[src/rtl/pcm_sample_buffer.sv]
// PCM receive-side sample buffer: captures pcm_in on every we_pcm transition into
// a small show-ahead FIFO and hands samples downstream over valid/ready.
module pcm_sample_buffer #(
    parameter int W  = 16,
    parameter int AW = 3
) (
    input  logic          clk,
    input  logic          rst,
    input  logic          we_pcm,
    input  logic [W-1:0]  pcm_in,
    output logic [W-1:0]  out_data,
    output logic          out_valid,
    input  logic          out_ready,
    output logic [AW:0]   level,
    output logic          overflow,
    input  logic          clr_ovf
);

    localparam int DEPTH = 1 << AW;

    logic          we_pcm_q;
    logic          armed_q;
    logic [AW:0]   wr_ptr_q, wr_ptr_d;
    logic [AW:0]   rd_ptr_q, rd_ptr_d;
    logic [AW:0]   level_q, level_d;
    logic          ovf_q, ovf_d;
    logic [W-1:0]  mem_q [DEPTH];

    logic          strobe_s;
    logic          empty_s;
    logic          full_s;
    logic          pop_s;
    logic          push_s;
    logic          drop_s;

    // Strobe detection and FIFO status from registered pointers only
    always_comb begin
        strobe_s = armed_q & (we_pcm ^ we_pcm_q);
        empty_s  = (wr_ptr_q == rd_ptr_q);
        full_s   = (wr_ptr_q[AW] != rd_ptr_q[AW]) &&
                   (wr_ptr_q[AW-1:0] == rd_ptr_q[AW-1:0]);
        pop_s    = ~empty_s & out_ready;
        // A pop in the same cycle frees the slot, so a full FIFO still accepts the push
        push_s   = strobe_s & (~full_s | pop_s);
        drop_s   = strobe_s & full_s & ~pop_s;
    end

    // Next-state for pointers, occupancy and sticky overflow
    always_comb begin
        wr_ptr_d = wr_ptr_q;
        rd_ptr_d = rd_ptr_q;
        ovf_d    = ovf_q;
        if (push_s) begin
            wr_ptr_d = wr_ptr_q + {{AW{1'b0}}, 1'b1};
        end else begin
            wr_ptr_d = wr_ptr_q;
        end
        if (pop_s) begin
            rd_ptr_d = rd_ptr_q + {{AW{1'b0}}, 1'b1};
        end else begin
            rd_ptr_d = rd_ptr_q;
        end
        level_d = wr_ptr_d - rd_ptr_d;
        // Set has priority over clear
        if (drop_s) begin
            ovf_d = 1'b1;
        end else if (clr_ovf) begin
            ovf_d = 1'b0;
        end else begin
            ovf_d = ovf_q;
        end
    end

    // Control state registers
    always_ff @(posedge clk or negedge rst) begin
        if (!rst) begin
            we_pcm_q <= 1'b0;
            armed_q  <= 1'b0;
            wr_ptr_q <= {(AW+1){1'b0}};
            rd_ptr_q <= {(AW+1){1'b0}};
            level_q  <= {(AW+1){1'b0}};
            ovf_q    <= 1'b0;
        end else begin
            we_pcm_q <= we_pcm;
            armed_q  <= 1'b1;
            wr_ptr_q <= wr_ptr_d;
            rd_ptr_q <= rd_ptr_d;
            level_q  <= level_d;
            ovf_q    <= ovf_d;
        end
    end

    // Sample storage, zeroed on reset so out_data reads 0 while empty after reset
    always_ff @(posedge clk or negedge rst) begin
        if (!rst) begin
            for (int i = 0; i < DEPTH; i++) begin
                mem_q[i] <= {W{1'b0}};
            end
        end else if (push_s) begin
            mem_q[wr_ptr_q[AW-1:0]] <= pcm_in;
        end
    end

    // Output mapping
    always_comb begin
        out_data  = mem_q[rd_ptr_q[AW-1:0]];
        out_valid = ~empty_s;
        level     = level_q;
        overflow  = ovf_q;
    end

endmodule

[config.mk]
export PLATFORM = sky130hd
export DESIGN_NAME = pcm_sample_buffer
export DESIGN_NICKNAME = d
export VERILOG_FILES = /design/src/rtl/pcm_sample_buffer.sv
export SDC_FILE = /design/constraint.sdc
export NUM_CORES = 1
export LEC_CHECK = 0
export BUFFER_PORTS_ARGS = -buffer_cell sky130_fd_sc_hd__buf_2
export CELL_PAD_IN_SITES_DETAIL_PLACEMENT = 0
export CELL_PAD_IN_SITES_GLOBAL_PLACEMENT = 1
export CORE_MARGIN = 4
export CORE_UTILIZATION = 56
export CTS_CLUSTER_DIAMETER = 60
export DETAILED_ROUTE_END_ITERATION = 10
export PLACE_DENSITY_LB_ADDON = 0.1
export SKIP_LAST_GASP = 1
export SLEW_MARGIN = 5
export SYNTH_ARGS = -nofsm -noshare
export SYNTH_HDL_FRONTEND = slang
export SYNTH_SLANG_ARGS = --single-unit
export TNS_END_PERCENT = 5
[constraint.sdc]
create_clock -name clk -period 4.5 [get_ports clk]
set_clock_uncertainty 0.15 [all_clocks]
set_input_delay 0.45 -clock clk [delete_from_list [all_inputs] [get_ports clk]]
set_output_delay 0.45 -clock clk [all_outputs]
set_load 0.005 [all_outputs]
Word level (Yosys, flattened, before mapping)
Index checks and enable logic that the tools add are counted.
- register bits: 143
- word-level logic and storage cells: 48
- add/sub/neg operators: 3
- order comparisons: 3
- eq/ne operators: 3
- multiplexer cells: 10
- bitwise gates (word level): 12
- reductions and logical operators: 3
- operators by type and width (cell ; count):
    128-bit bitwise mux ; 1
    16-bit binary-select mux with 3-bit select ; 1
    16-bit demux with 3-bit select ; 1
    16-bit two-way mux ; 3
    4-bit by 1-bit adder with 4-bit output, second input constant ; 2
    4-bit greater-or-equal comparator, second input constant ; 2
    4-bit two-way mux ; 2
    3-bit inverter with 4-bit output ; 2
    1-bit bitwise AND ; 5
    4-bit == test ; 1
    4-bit by 1-bit less-than comparator with 1-bit output, second input constant ; 1
    4-bit subtractor ; 1
    3-bit == test ; 1
    1-bit inverter ; 3
    1-bit logical AND ; 2
    1-bit two-way mux ; 2
    2-bit nonzero test ; 1
    1-bit != test ; 1
    1-bit OR ; 1
    1-bit XOR ; 1

Depth between registers and ports, before layout
Gate-level depths: netlist of the first run.
- word-level depth: 7
- mapped depth: 12
- gate-level depth less buffers: 11

Worst setup path before layout of the first run
No wires, ideal clock.
- path kind: register to register
- start point: register wr_ptr_q[0]
- end point: register level_q[3] (netlist: level[3])
- library setup time: 0.129 ns
- arrival: 2.479 ns
- path slack: 1.743 ns
- cell stages (with the launch flop): 13
- path buffers: 1
- period minus slack after synthesis: 2.757 ns
- cell sequence: dfrtp_1 -> buf_4 -> xnor2_1 -> nand3_1 -> o311ai_4 -> nand2_1 -> nand2_1 -> ha_1 -> nand2_1 -> o21ai_0 -> xnor2_1 -> xnor2_1 -> xor2_1
- longest elaborated chain between the ends: 7
- elaborated cells between the ends (all ways): 12
- classes of those cells: add/sub (2); eq/ne (2); mux (2); bitwise (5); reduce/logical (1)
- RTL lines (element ; line ; RTL):
    start, declared ; 23 ; logic [AW:0] wr_ptr_q, wr_ptr_d;
    start signal, assigned ; 79 ; wr_ptr_q <= {(AW+1){1'b0}};
    start signal, assigned ; 86 ; wr_ptr_q <= wr_ptr_d;
    4-bit == test / 3-bit == test (equally long branches) ; 39, 41 ;
    1-bit inverter / 1-bit logical AND (equally long branches) ; 42, 40 ;
    1-bit bitwise AND / 1-bit inverter (equally long branches) ; 42, 44 ;
    1-bit OR ; 44 ; push_s = strobe_s & (~full_s | pop_s);
    1-bit bitwise AND ; 44 ;
    4-bit two-way mux * ; 53 ; if (push_s) begin
    named net wr_ptr_d[1] ; 23 ;
    4-bit subtractor * ; 63 ; level_d = wr_ptr_d - rd_ptr_d;
    named net level_d[3] ; 25 ; logic [AW:0] level_q, level_d;
    end signal, assigned ; 81 ; level_q <= {(AW+1){1'b0}};
    end signal, assigned ; 88 ; level_q <= level_d;
    end, declared ; 25 ;
The timed path passes the listed nets; every way through them passes the cells marked *.
A chain may end at the register's enable or synchronous reset.

Final worst setup path of the first run
- start point: register rd_ptr_q[0]
- end point: register level_q[3] (netlist: level[3])
- longest elaborated chain between the ends: 7
- elaborated cells between the ends (all ways): 12
- classes of those cells: add/sub (2); eq/ne (2); mux (2); bitwise (5); reduce/logical (1)
- RTL lines (element ; line ; RTL):
    start, declared ; 24 ; logic [AW:0] rd_ptr_q, rd_ptr_d;
    start signal, assigned ; 80 ; rd_ptr_q <= {(AW+1){1'b0}};
    start signal, assigned ; 87 ; rd_ptr_q <= rd_ptr_d;
    4-bit == test / 3-bit == test (equally long branches) ; 39, 41 ;
    1-bit inverter / 1-bit logical AND (equally long branches) ; 42, 40 ;
    1-bit bitwise AND / 1-bit inverter (equally long branches) ; 42, 44 ;
    1-bit OR * ; 44 ;
    1-bit bitwise AND * ; 44 ;
    4-bit two-way mux * ; 53 ;
    named net wr_ptr_d[1] ; 23 ;
    4-bit subtractor * ; 63 ;
    named net level_d[3] ; 25 ;
Marks and branches as above.

==> results by group, run 1 <==
Clock tree
  • Clock Tree Root: clkbuf_16
  • Clock Tree Buf Depth: 2
  • Clock latency on the worst-skew pair: 410 ps
  • CTS Buf Count: 17
  • Post_cts resized: 0
  • CTS tree: yes
  • Sink Count: between 100 and 150
  • Post-CTS Setup Bufs: 0
  • H-Tree Depth: 4
  • CTS clk-pin slew, worst paths: 50 ps
  • # hold bufs at CTS: 1

Synth
  • Synth unique cells: 32
  • Post-synthesis xor/xnor area fraction: under 10%
  • EDFF count, synth: 0
  • Mux share of post-synthesis cell area: 35.8%
  • Synth warn: 0
  • Synth cell count leaders: 145 x mux2_2, 143 x dfrtp_1, 32 x mux4_2
  • Post-Syn Area: 6570 µm²
  • Share of the synthesized area in the top cell type: a little over half
  • Main synth FF type: dfrtp_1
  • Post-synth top area cell: dfrtp_1
  • Seq/Total Area, Yosys: 54.5%
  • Combinational family with the most area after synthesis: multiplexers
  • Top-count cell post-synth: mux2_2
  • Syn nets: 426
  • Synthesized flop and latch total: 143
  • Mean Syn Cell Area: roughly 16 µm²
  • Synth async-reset ratio: 100%
  • Synth Area in Simple Gates: 2.44%
  • Post-synthesis compound-gate area fraction: 1.01%
  • Top post-synthesis cells by area: dfrtp_1 54%, mux2_2 25%, mux4_2 11%
  • Cells after synthesis: 399
  • Adder-Cell Fraction of Synth Area: 1.26%

Power and ir drop
  • Sw Ratio: 29.4%
  • LEAKAGE: roughly 3.3 nW
  • Pwr Density: about 780 nW/µm²
  • Seq pwr share: 39.2%
  • Net Sw Power: approximately 1.7 mW
  • Clock Power Share: 23.1%
  • VDD IR-drop max: 0.000492 V
  • Internal power: a little over 4 mW
  • Gate power share: between 30% and 40%
  • Total power draw: 5.82 mW

Timing
  • Final slew viol count: 0
  • Tmin final: between 3000 and 4000 ps
  • Setup-failing EPs final: 0
  • Rel. slew slack: a little under a third
  • Part of the cycle the worst path needs: 73.1%
  • Fmax: around 300 MHz
  • Least-Margin Pin Slew: slightly above 1000 ps
  • Sum Neg Setup Slack: 0 ps
  • RSZ-0062 raised after global routing: false
  • Fin worst setup slack: 1210 ps
  • Final Hold Fails: 0

Worst hold path
  • Hold path start: we_pcm
  • Hold EP: we_pcm_q
  • Hold Crit Depth: 1
  • HP Class: input port to flip-flop

Flow run
  • Max Cap Violations: 0

Global route
  • Total gr overflow: 0
  • Total track usage: 20.7%
  • Pin count of the biggest net entering global routing: between 70 and 80
  • Vias in the first global route: 3,795
  • First-pass GRT wire length: 20,600 µm
  • Initial antenna violation count: 0

Floorplan
  • Die area: roughly 14,000 µm²
  • Die width: 116 µm
  • Core Region: 11,500 µm²
  • Initial Util: 57.3%
  • Die height: 116 µm
  • I/O Pins: 43
  • Rows: 39

Critical path
  • Crit start category: flip-flop
  • Req. time, crit path: 4630 ps
  • Setup slack, reg-to-reg: 1210 ps
  • Arr. time, crit path: 3420 ps
  • Worst R2R Start: rd_ptr_q[0]
  • Setup crit end kind: flip-flop
  • CP max FO: 16
  • Worst-case reg-to-reg path depth: 11
  • CP Class: flip-flop to flip-flop
  • Reg2reg end: level[3]

Final layout
  • Share of cells above drive strength 1: between 50% and 60%
  • Post-Route Utilization: between 60% and 70%
  • P&R area growth vs syn: 14.2%
  • ANT cells: 0
  • Final Non-Filler Cells: 604
  • Layout Nets: 477

Placement
  • Routability cong.: just over 0.8
  • DP Wirelength: 7530 µm
  • Buffers on Ports: 42
  • Placed cell count: around 570
  • DP Worst Slack: between 1000 and 1500 ps

Route
  • Routed WL: approximately 13,000 µm
  • Post-route ant nets: 0
  • Drt pass-1 iters: 4
  • Residual DRC count: 0
  • Via count: 3,545
  • Detail-routed via count per cell: 5.87
  • WL per Instance: about 21 µm
  • Iter 0 DRT Violations: 147

Run status
  • Status: finished clean
[worst max-delay path by stage]
stage / startpoint / endpoint / slack, ps / depth (start not counted)
finish: rd_ptr_q[0] / level[3] / 1210 / 11
global route: rd_ptr_q[0] / level[3] / 880 / 11
CTS: rd_ptr_q[0] / level[3] / 1150 / 11
detailed placement: rd_ptr_q[0] / level[3] / 1180 / 11
global placement: rd_ptr_q[0] / level[3] / 1260 / 11
floorplan: wr_ptr_q[0] / level[3] / 1740 / 12
[power groups by stage]
stage	clock (mW)	combinational [mW]	sequential, mW
after global routing	1.43	2.42	2.37
after detailed placement	0	2.22	2.31
final	1.35	2.19	2.29
after floorplan	0	1.80	2.12
after global placement	0	2.17	2.27
after CTS	1.37	2.24	2.30
[cell type report]
type                    count  area, µm²
fillers                   829       3960
flip-flops and latches    143       3580
multi-input cells         226       2820
clock buffers              26        529
repair buffers             55        317
well taps                 143        179
clock inverters             4       50.0
inverters                   7       26.3
[layout by cell type, fill, tap and decap left out, drive strengths merged, types with 3 or more instances in the layout]
| cell type | count |
|---|---|
| dfrtp | 143 |
| ha | 5 |
| nor4b | 3 |
| inv | 7 |
| xnor2 | 10 |
| xor2 | 5 |
| mux2 | 145 |
| buf | 54 |
| mux4 | 32 |
| clkbuf | 26 |
| nand2 | 6 |
| nand3 | 4 |
[kinds of logic after synthesis]
group / after synthesis
mux: 177
flops: 143
buf+inv: 30
simple gates: 21
xor+xnor: 15
fa+ha+maj: 6
compound gates: 6
other cells: 1
[state kept, by name (all words and copies together), names as in the netlist]
signal / count
armed_q: 1
level: 4
mem_q: 128
overflow: 1
rd_ptr_q: 4
we_pcm_q: 1
wr_ptr_q: 4
[worst max-delay path: stages, from the launching register on]
cell and delay, ps:
dfrtp_2 730, xnor2_1 230, nand3_1 210, o311ai_4 690, nand2_1 120, nand2_1 170
ha_1 250, nand2_1 50, o21ai_0 80, xnor2_1 150, xnor2_1 170, xor2_1 140
[per-layer routing]
layer,wire [µm],share of wire [%],vias up,track usage (%)
met1,5640,45,1880,28.1
met2,6300,50,62,33.1
met4,157,1.2,0,6.57
li1,-,-,1589,-
met5,0,0,-,0
met3,542,4.3,14,5.34
[metrics by stage]
| stage | hold WS, ps | instance area [µm²] |
|---|---|---|
| floorplan | 4.41 | 6570 |
| global placement | 322 | 6920 |
| detailed placement | 327 | 6920 |
| CTS | 6.45 | 7500 |
| global route | 12.1 | 7500 |
| finish | 24.1 | 7500 |
Note: power is estimated with default switching activity, not from simulation.
==> inputs of run 2 (changes only) <==
--- a/config.mk
+++ b/config.mk
@@ -5,11 +5,12 @@
 export SDC_FILE = /design/constraint.sdc
 export NUM_CORES = 1
 export LEC_CHECK = 0
+export ABC_AREA = 1
 export BUFFER_PORTS_ARGS = -buffer_cell sky130_fd_sc_hd__buf_2
 export CELL_PAD_IN_SITES_DETAIL_PLACEMENT = 0
 export CELL_PAD_IN_SITES_GLOBAL_PLACEMENT = 1
 export CORE_MARGIN = 4
-export CORE_UTILIZATION = 56
+export CORE_UTILIZATION = 41
 export CTS_CLUSTER_DIAMETER = 60
 export DETAILED_ROUTE_END_ITERATION = 10
 export PLACE_DENSITY_LB_ADDON = 0.1
==> constraint.sdc (replaced) <==
create_clock -name clk -period 2.7 [get_ports clk]
set_clock_uncertainty 0.15 [all_clocks]
set_input_delay 0.27 -clock clk [delete_from_list [all_inputs] [get_ports clk]]
set_output_delay 0.27 -clock clk [all_outputs]
set_load 0.005 [all_outputs]
==> run 2 against run 1 <==
Effect of this change: wire length grew 36%; flip-flop and latch count is the same; sequential share of layout area is essentially flat; critical path depth shrank 4; clock-buffer cell count shrank 4; critical path type is now flip-flop to output pin.
==> results by group, run 2 <==
Run status
  • Status: finished clean (unchanged)

Global route
  • Vias in the first global route: 5,170 (was 3,795)
  • First-pass GRT wire length: 28,400 µm (was 20,600 µm)
  • Total track usage: 20.3% (was 20.7%)
  • Initial antenna violation count: 0 (unchanged)
  • Pin count of the biggest net entering global routing: 73 (was 75)
  • Total gr overflow: 0 (unchanged)

Timing
  • Sum Neg Setup Slack: 0 ps (unchanged)
  • Final slew viol count: 0 (unchanged)
  • Least-Margin Pin Slew: 694 ps (was 1030 ps)
  • Rel. slew slack: 53.7% (was 31.4%)
  • RSZ-0062 raised after global routing: true (was false)
  • Setup-failing EPs final: 0 (unchanged)
  • Tmin final: 2560 ps
  • Final Hold Fails: 0 (unchanged)
  • Part of the cycle the worst path needs: 94.9%
  • Fmax: 390 MHz

Synth
  • Seq/Total Area, Yosys: 55.6% (was 54.5%)
  • Post-Syn Area: 6440 µm² (was 6570 µm²)
  • Top-count cell post-synth: o21ai_0 (was mux2_2)
  • Share of the synthesized area in the top cell type: 55.6% (was 54.5%)
  • Cells after synthesis: 767 (was 399)
  • Top post-synthesis cells by area: dfrtp_1 56%, o21ai_0 15%, nand2_1 9.4% (was dfrtp_1 54%, mux2_2 25%, mux4_2 11%)
  • Synthesized flop and latch total: 143 (unchanged)
  • Main synth FF type: dfrtp_1 (unchanged)
  • Syn nets: 794 (was 426)
  • Mean Syn Cell Area: 8.39 µm² (was 16.5 µm²)
  • Synth async-reset ratio: 100% (unchanged)
  • Synth unique cells: 23 (was 32)
  • Synth cell count leaders: 194 x o21ai_0, 161 x nand2_1, 143 x dfrtp_1 (was 145 x mux2_2, 143 x dfrtp_1, 32 x mux4_2)
  • Synth warn: 0 (unchanged)
  • Post-synth top area cell: dfrtp_1 (unchanged)
  • EDFF count, synth: 0 (unchanged)

Clock tree
  • H-Tree Depth: 4 (unchanged)
  • Clock Tree Root: clkbuf_16 (unchanged)
  • Clock latency on the worst-skew pair: 410 ps (about the same)
  • Sink Count: 143 (unchanged)
  • CTS Buf Count: 17 (unchanged)
  • CTS clk-pin slew, worst paths: 60 ps (was 50 ps)
  • CTS tree: yes (unchanged)
  • Clock Tree Buf Depth: 2 (unchanged)

Floorplan
  • Die area: 17,800 µm² (was 13,500 µm²)
  • Die width: 133 µm (was 116 µm)
  • Die height: 133 µm (was 116 µm)
  • Initial Util: 42.0% (was 57.3%)
  • I/O Pins: 43 (unchanged)
  • Rows: 45 (was 39)
  • Core Region: 15,300 µm² (was 11,500 µm²)

Worst hold path
  • Hold path start: pcm_in[7] (was we_pcm)
  • Hold Crit Depth: 3 (was 1)
  • HP Class: input port to flip-flop (unchanged)
  • Hold EP: mem_q[55] (was we_pcm_q)

Final layout
  • ANT cells: 0 (unchanged)
  • Biggest register: mem_q (unchanged)
  • P&R area growth vs syn: 16.7% (was 14.2%)
  • Fill count: 1,509 (was 829)
  • Most frequent cells in the layout: 192 x o21ai_0, 161 x nand2_1, 140 x dfrtp_1 (was 145 x mux2_2, 142 x dfrtp_1, 41 x buf_2)
  • Share of cells above drive strength 1: 12.6% (was 57.9%)
  • Largest register FFs: 128 (unchanged)
  • Layout Nets: 830 (was 477)
  • Commonest non-fill, non-tap cell in the layout: o21ai_0 (was mux2_2)

Critical path
  • Req. time, crit path: 2280 ps (was 4630 ps)
  • Reg2reg end: level[3] (unchanged)
  • CP cell instances: inv_2, buf_4, o21ai_0, o22ai_1, nor2_1, a31oi_1, buf_2 (was xnor2_1, nand3_1, o311ai_4, nand2_1, nand2_1, ha_1, nand2_1, o21ai_0, xnor2_1, xnor2_1, xor2_1)
  • Arr. time, crit path: 2140 ps (was 3420 ps)
  • CP max FO: 32 (was 16)
  • CP Class: flip-flop to output pin (was flip-flop to flip-flop)
  • Max incr delay on CP: 410 ps (was 730 ps)
  • Worst path slowest cell: dfrtp_1 (was dfrtp_2)
  • Worst Path Buf+Inv: 3 (was 0)
  • Crit start category: flip-flop (unchanged)
  • Worst-case reg-to-reg path depth: 15 (was 11)
  • Worst R2R Start: wr_ptr_q[0] (was rd_ptr_q[0])
  • Setup crit end kind: output pin (was flip-flop)
  • Setup slack, reg-to-reg: 250 ps (was 1210 ps)
  • Top Family by Delay on Critical Path: buffers and inverters (was compound AO/OA/AOI/OAI gates)

Power and ir drop
  • Internal power: 6.12 mW (was 4.11 mW)
  • Total power draw: 9.90 mW (was 5.82 mW)
  • Seq pwr share: 37.0% (was 39.2%)
  • VDD IR-drop max: 0.000618 V (was 0.000492 V)
  • Clock Power Share: 24.5% (was 23.1%)
  • LEAKAGE: 3.59 nW (was 3.32 nW)
  • Sw Ratio: 38.2% (was 29.4%)
  • Pwr Density: 1320 nW/µm² (was 776 nW/µm²)
  • Gate power share: 38.5% (was 37.7%)
  • Net Sw Power: 3.78 mW (was 1.71 mW)

Route
  • Iter 0 DRT Violations: 317 (was 147)
  • Detail-routed via count per cell: 5.18 (was 5.87)
  • Via count: 5,318 (was 3,545)
  • Post-route ant nets: 0 (unchanged)
  • WL per Instance: 16.7 µm (was 20.9 µm)
  • Routed WL: 17,100 µm (was 12,600 µm)
  • Drt pass-1 iters: 5 (was 4)
  • Residual DRC count: 0 (unchanged)

Flow run
  • Max Cap Violations: 0 (unchanged)

Placement
  • Routability cong.: 0.780 (was 0.805)
  • DP Wirelength: 9900 µm (was 7530 µm)
  • Buffers on Ports: 42 (unchanged)
==> run 2: area by class of cell <==
cell class	count	area (µm²)	area share, %
clock inverters	10	134	1.78
well taps	211	264	3.51
repair buffers	66	435	5.80
inverters	40	150	2.00
clock buffers	22	484	6.44
multi-input cells	535	2460	32.8
flip-flops and latches	143	3580	47.7
==> run 2: worst max path at each step <==
stage	startpoint	slack, ps	end	depth (start not counted)
final	rd_ptr_q[1]	140	out_data[6]	7
after detailed placement	wr_ptr_q[0]	40	level[3]	13
after CTS	wr_ptr_q[0]	40	level[3]	13
after global placement	wr_ptr_q[1]	160	level[3]	13
after global routing	rd_ptr_q[0]	-20	out_data[3]	7
after floorplan	rd_ptr_q[1]	320	level[3]	18
==> run 2: worst reg2reg max path, stage by stage, from the launching register on <==
cell	delay, ps
dfrtp_2	460
inv_1	170
nand2_1	70
nand2_1	70
nor2_2	50
nand2_1	90
nand2_1	140
nor2_1	140
xor2_1	230
ha_1	310
nand2_1	80
nand2_1	50
a31oi_1	180
inv_1	60
nand2_1	60
nand2_1	40
==> run 2: cells by family (layout without fill, tap and decap cells) <==
logic type	count (synthesis)	in the layout	share of synthesized area [%]
buffers and inverters	89	138	6.18
AND/OR/NAND/NOR	295	295	17.8
other	1	1	0.0583
AO/OA/AOI/OAI	228	228	18.4
adder cells (fa/ha/maj)	6	6	1.28
XOR/XNOR	5	5	0.680
flip-flops	143	143	55.6
==> run 2: repair_timing <==
item                                    in CTS  in global routing
gates cloned                                 0                  0
endpoints found under the hold margin       71                  0
endpoints found under the setup margin       2                  6
hold buffers                                 3                  0
resized for setup                            1                  8
setup buffers                                0                  0
==> run 2: power by group through the flow <==
stage | registers [mW] | logic, mW | clock network, mW
4_1_cts | 3.66 | 3.85 | 2.47
6_report | 3.67 | 3.81 | 2.42
2_1_floorplan | 3.56 | 2.63 | 0
5_1_grt | 3.79 | 4.43 | 2.56
3_3_place_gp | 3.65 | 3.76 | 0
3_5_place_dp | 3.69 | 3.84 | 0
==> run 2: routing by layer <==
| layer | wire (µm) | track usage (%) | up-vias |
|---|---|---|---|
| met3 | 788 | 4.34 | 14 |
| met1 | 8070 | 28.1 | 2556 |
| li1 | - | - | 2606 |
| met5 | 0 | 0 | - |
| met2 | 8050 | 32.9 | 142 |
| met4 | 219 | 4.91 | 0 |
==> run 2: through the flow <==
stage	instance area [µm²]	std cells	setup slack, ps	hold slack (ps)	utilization, %
final	7510	1027	138	77.9	49.1
after global routing	7510	1027	-22.1	94.0	49.1
after CTS	7510	1027	41.5	68.9	49.0
after detailed placement	6850	992	38.3	197	44.8
after global placement	6850	992	160	195	44.8
after floorplan	6440	767	318	-176	-
==> inputs of run 3 (changes only) <==
--- a/config.mk
+++ b/config.mk
@@ -7,11 +7,11 @@
 export LEC_CHECK = 0
 export ABC_AREA = 1
 export BUFFER_PORTS_ARGS = -buffer_cell sky130_fd_sc_hd__buf_2
-export CELL_PAD_IN_SITES_DETAIL_PLACEMENT = 0
+export CELL_PAD_IN_SITES_DETAIL_PLACEMENT = 1
 export CELL_PAD_IN_SITES_GLOBAL_PLACEMENT = 1
 export CORE_MARGIN = 4
 export CORE_UTILIZATION = 41
-export CTS_CLUSTER_DIAMETER = 60
+export CTS_CLUSTER_DIAMETER = 200
 export DETAILED_ROUTE_END_ITERATION = 10
 export PLACE_DENSITY_LB_ADDON = 0.1
 export SKIP_LAST_GASP = 1
==> constraint.sdc (replaced) <==
create_clock -name clk -period 2.3 [get_ports clk]
set_clock_uncertainty 0.15 [all_clocks]
set_input_delay 0.23 -clock clk [delete_from_list [all_inputs] [get_ports clk]]
set_output_delay 0.23 -clock clk [all_outputs]
set_load 0.005 [all_outputs]
==> run 3 against run 2 <==
Effect of this change: the flow now finishes with violations (setup timing); clock-buffer cell count increased by 1; combinational power up 55%; via count is 8.4% higher; utilization up 3.9 points; setup slack got worse by 220 ps; register-to-register slack lost 320 ps; worst hold slack lost 58 ps; first-iteration DRC count rose by 21%; sequential power increased by 19%; critical endpoint is now out_data[8]; highest routed layer unchanged.
==> results by group, run 3 (synthesis results as in run 2) <==
Floorplan
  • Die height: 133 µm (unchanged)
  • I/O Pins: 43 (unchanged)
  • Rows: 45 (unchanged)
  • Initial Util: 42.0% (unchanged)
  • Die area: 17,800 µm² (unchanged)
  • Die width: 133 µm (unchanged)
  • Core Region: 15,300 µm² (unchanged)

Timing
  • Tmin final: 2380 ps
  • Final Hold Fails: 0 (unchanged)
  • Part of the cycle the worst path needs: 104%
  • RSZ-0062 raised after global routing: true (unchanged)
  • Fmax: between 400 and 500 MHz
  • WHS: 19.7 ps (was 77.9 ps)
  • Setup-failing EPs final: 15 (was 0)
  • Final slew viol count: 0 (unchanged)
  • Fin worst setup slack: -83.9 ps (was 138 ps)

Critical path
  • Arr. time, crit path: 2000 ps (was 2140 ps)
  • Setup crit end kind: output pin (unchanged)
  • Req. time, crit path: 1920 ps (was 2280 ps)
  • CP max FO: 12 (was 32)
  • Crit start category: flip-flop (unchanged)
  • CP Class: flip-flop to output pin (unchanged)

Clock tree
  • CTS tree: yes (unchanged)
  • Sink Count: 143 (unchanged)
  • Clock Tree Buf Depth: 2 (unchanged)
  • CTS clk-pin slew, worst paths: 60 ps (about the same)
  • CTS Buf Count: 17 (unchanged)
  • Clock Tree Root: clkbuf_16 (unchanged)
  • Clock latency on the worst-skew pair: 420 ps (was 410 ps)
  • H-Tree Depth: 4 (unchanged)

Global route
  • Total gr overflow: 0 (unchanged)
  • Vias in the first global route: 6,222 (was 5,170)
  • First-pass GRT wire length: 33,300 µm (was 28,400 µm)
  • Initial antenna violation count: 0 (unchanged)
  • Pin count of the biggest net entering global routing: 45 (was 73)
  • Total track usage: 23.8% (was 20.3%)

Flow run
  • Max Cap Violations: 0 (unchanged)

Final layout
  • Commonest non-fill, non-tap cell in the layout: o21ai_0 (unchanged)
  • Layout Nets: 855 (was 830)
  • Most frequent cells in the layout: 189 x o21ai_0, 153 x nand2_1, 140 x dfrtp_1 (was 192 x o21ai_0, 161 x nand2_1, 140 x dfrtp_1)
  • Biggest register: mem_q (unchanged)
  • Share of cells above drive strength 1: 17.2% (was 12.6%)
  • P&R area growth vs syn: 25.9% (was 16.7%)
  • Post-Route Utilization: 52.9% (was 49.1%)
  • ANT cells: 0 (unchanged)
  • Fill count: 1,824 (was 1,509)
  • Largest register FFs: 128 (unchanged)

Route
  • WL per Instance: 19.3 µm (was 16.7 µm)
  • Residual DRC count: 0 (unchanged)
  • Routed WL: 20,300 µm (was 17,100 µm)
  • Drt pass-1 iters: 5 (unchanged)
  • Iter 0 DRT Violations: 385 (was 317)
  • Via count: 5,767 (was 5,318)
  • Detail-routed via count per cell: 5.48 (was 5.18)
  • Post-route ant nets: 0 (unchanged)

Power and ir drop
  • VDD IR-drop max: 0.000823 V (was 0.000618 V)
  • Pwr Density: 1600 nW/µm² (was 1320 nW/µm²)
  • LEAKAGE: 3.86 nW (was 3.59 nW)

Placement
  • DP Worst Slack: -85.4 ps (was 38.3 ps)
  • Buffers on Ports: 42 (unchanged)
  • DP Wirelength: 11,900 µm (was 9900 µm)
  • Routability cong.: 0.810 (was 0.780)

Run status
  • Violated checks: setup timing
  • Status: finished with violations (was finished clean)

Worst hold path
  • HP Class: input port to flip-flop (unchanged)
==> run 3: path summary, 6_finish.rpt <==
check,from,slack [ps],to,cells after the start
min,out_ready,20,rd_ptr_q[1],3
max in group asynchronous,rst,1170,mem_q[94],3
max,rd_ptr_q[0],-80,out_data[8],6
min reg2reg,mem_q[22],330,mem_q[22],2
min in group asynchronous,rst,140,mem_q[103],2
max reg2reg,rd_ptr_q[0],-70,level[3],16
==> run 3: repair_timing <==
| action | in CTS | in global routing |
|---|---|---|
| hold endpoints to repair | 119 | 0 |
| endpoints found under the setup margin | 18 | 20 |
| hold buffers | 3 | 0 |
| buffers inserted | 5 | 3 |
| pin swaps | 4 | 9 |
| resized for setup | 31 | 25 |
| cloned | 4 | 0 |
==> run 3: final cells by class <==
type / count / area (µm²) / share of cell area [%]
clock buffers: 23 / 468 / 5.77
clock inverters: 9 / 110 / 1.36
inverters: 40 / 163 / 2.01
multi-input cells: 535 / 2590 / 32.0
flip-flops and latches: 143 / 3580 / 44.2
well taps: 211 / 264 / 3.26
repair buffers: 91 / 925 / 11.4
==> run 3: per-layer routing <==
| layer | global-route usage (%) | part of all wire [%] | vias up |
|---|---|---|---|
| met5 | 0 | 0 | - |
| met4 | 7.20 | 1.5 | 0 |
| met3 | 4.91 | 3.3 | 29 |
| met2 | 41.6 | 51 | 117 |
| met1 | 30.0 | 44 | 2967 |
| li1 | - | - | 2654 |
==> run 3: worst max-delay path, cell delays in order (launching register included) <==
cell       delay (ps)
dfrtp_2           480
clkinv_4          110
buf_4             150
bufbuf_16         270
o21ai_1           220
a31oi_2           160
buf_2             180
==> run 3: metrics by stage <==
| step | instances | power, mW | area (µm²) | TNS [ps] |
|---|---|---|---|---|
| after floorplan | 767 | 7.30 | 6450 | 0 |
| after global placement | 1005 | 8.93 | 7070 | 0 |
| after detailed placement | 1005 | 9.22 | 7070 | -89.1 |
| after CTS | 1049 | 12.7 | 7990 | -142 |
| after global routing | 1052 | 14.0 | 8110 | -2500 |
| final | 1052 | 13.0 | 8110 | -638 |
==> run 3: where the power goes <==
group | switching, mW | total [mW] | internal (mW)
Clock | 1.08 | 2.73 | 1.65
Combinational | 3.34 | 5.90 | 2.56
Sequential | 0.682 | 4.37 | 3.69
Total | 5.10 | 13.0 | 7.90
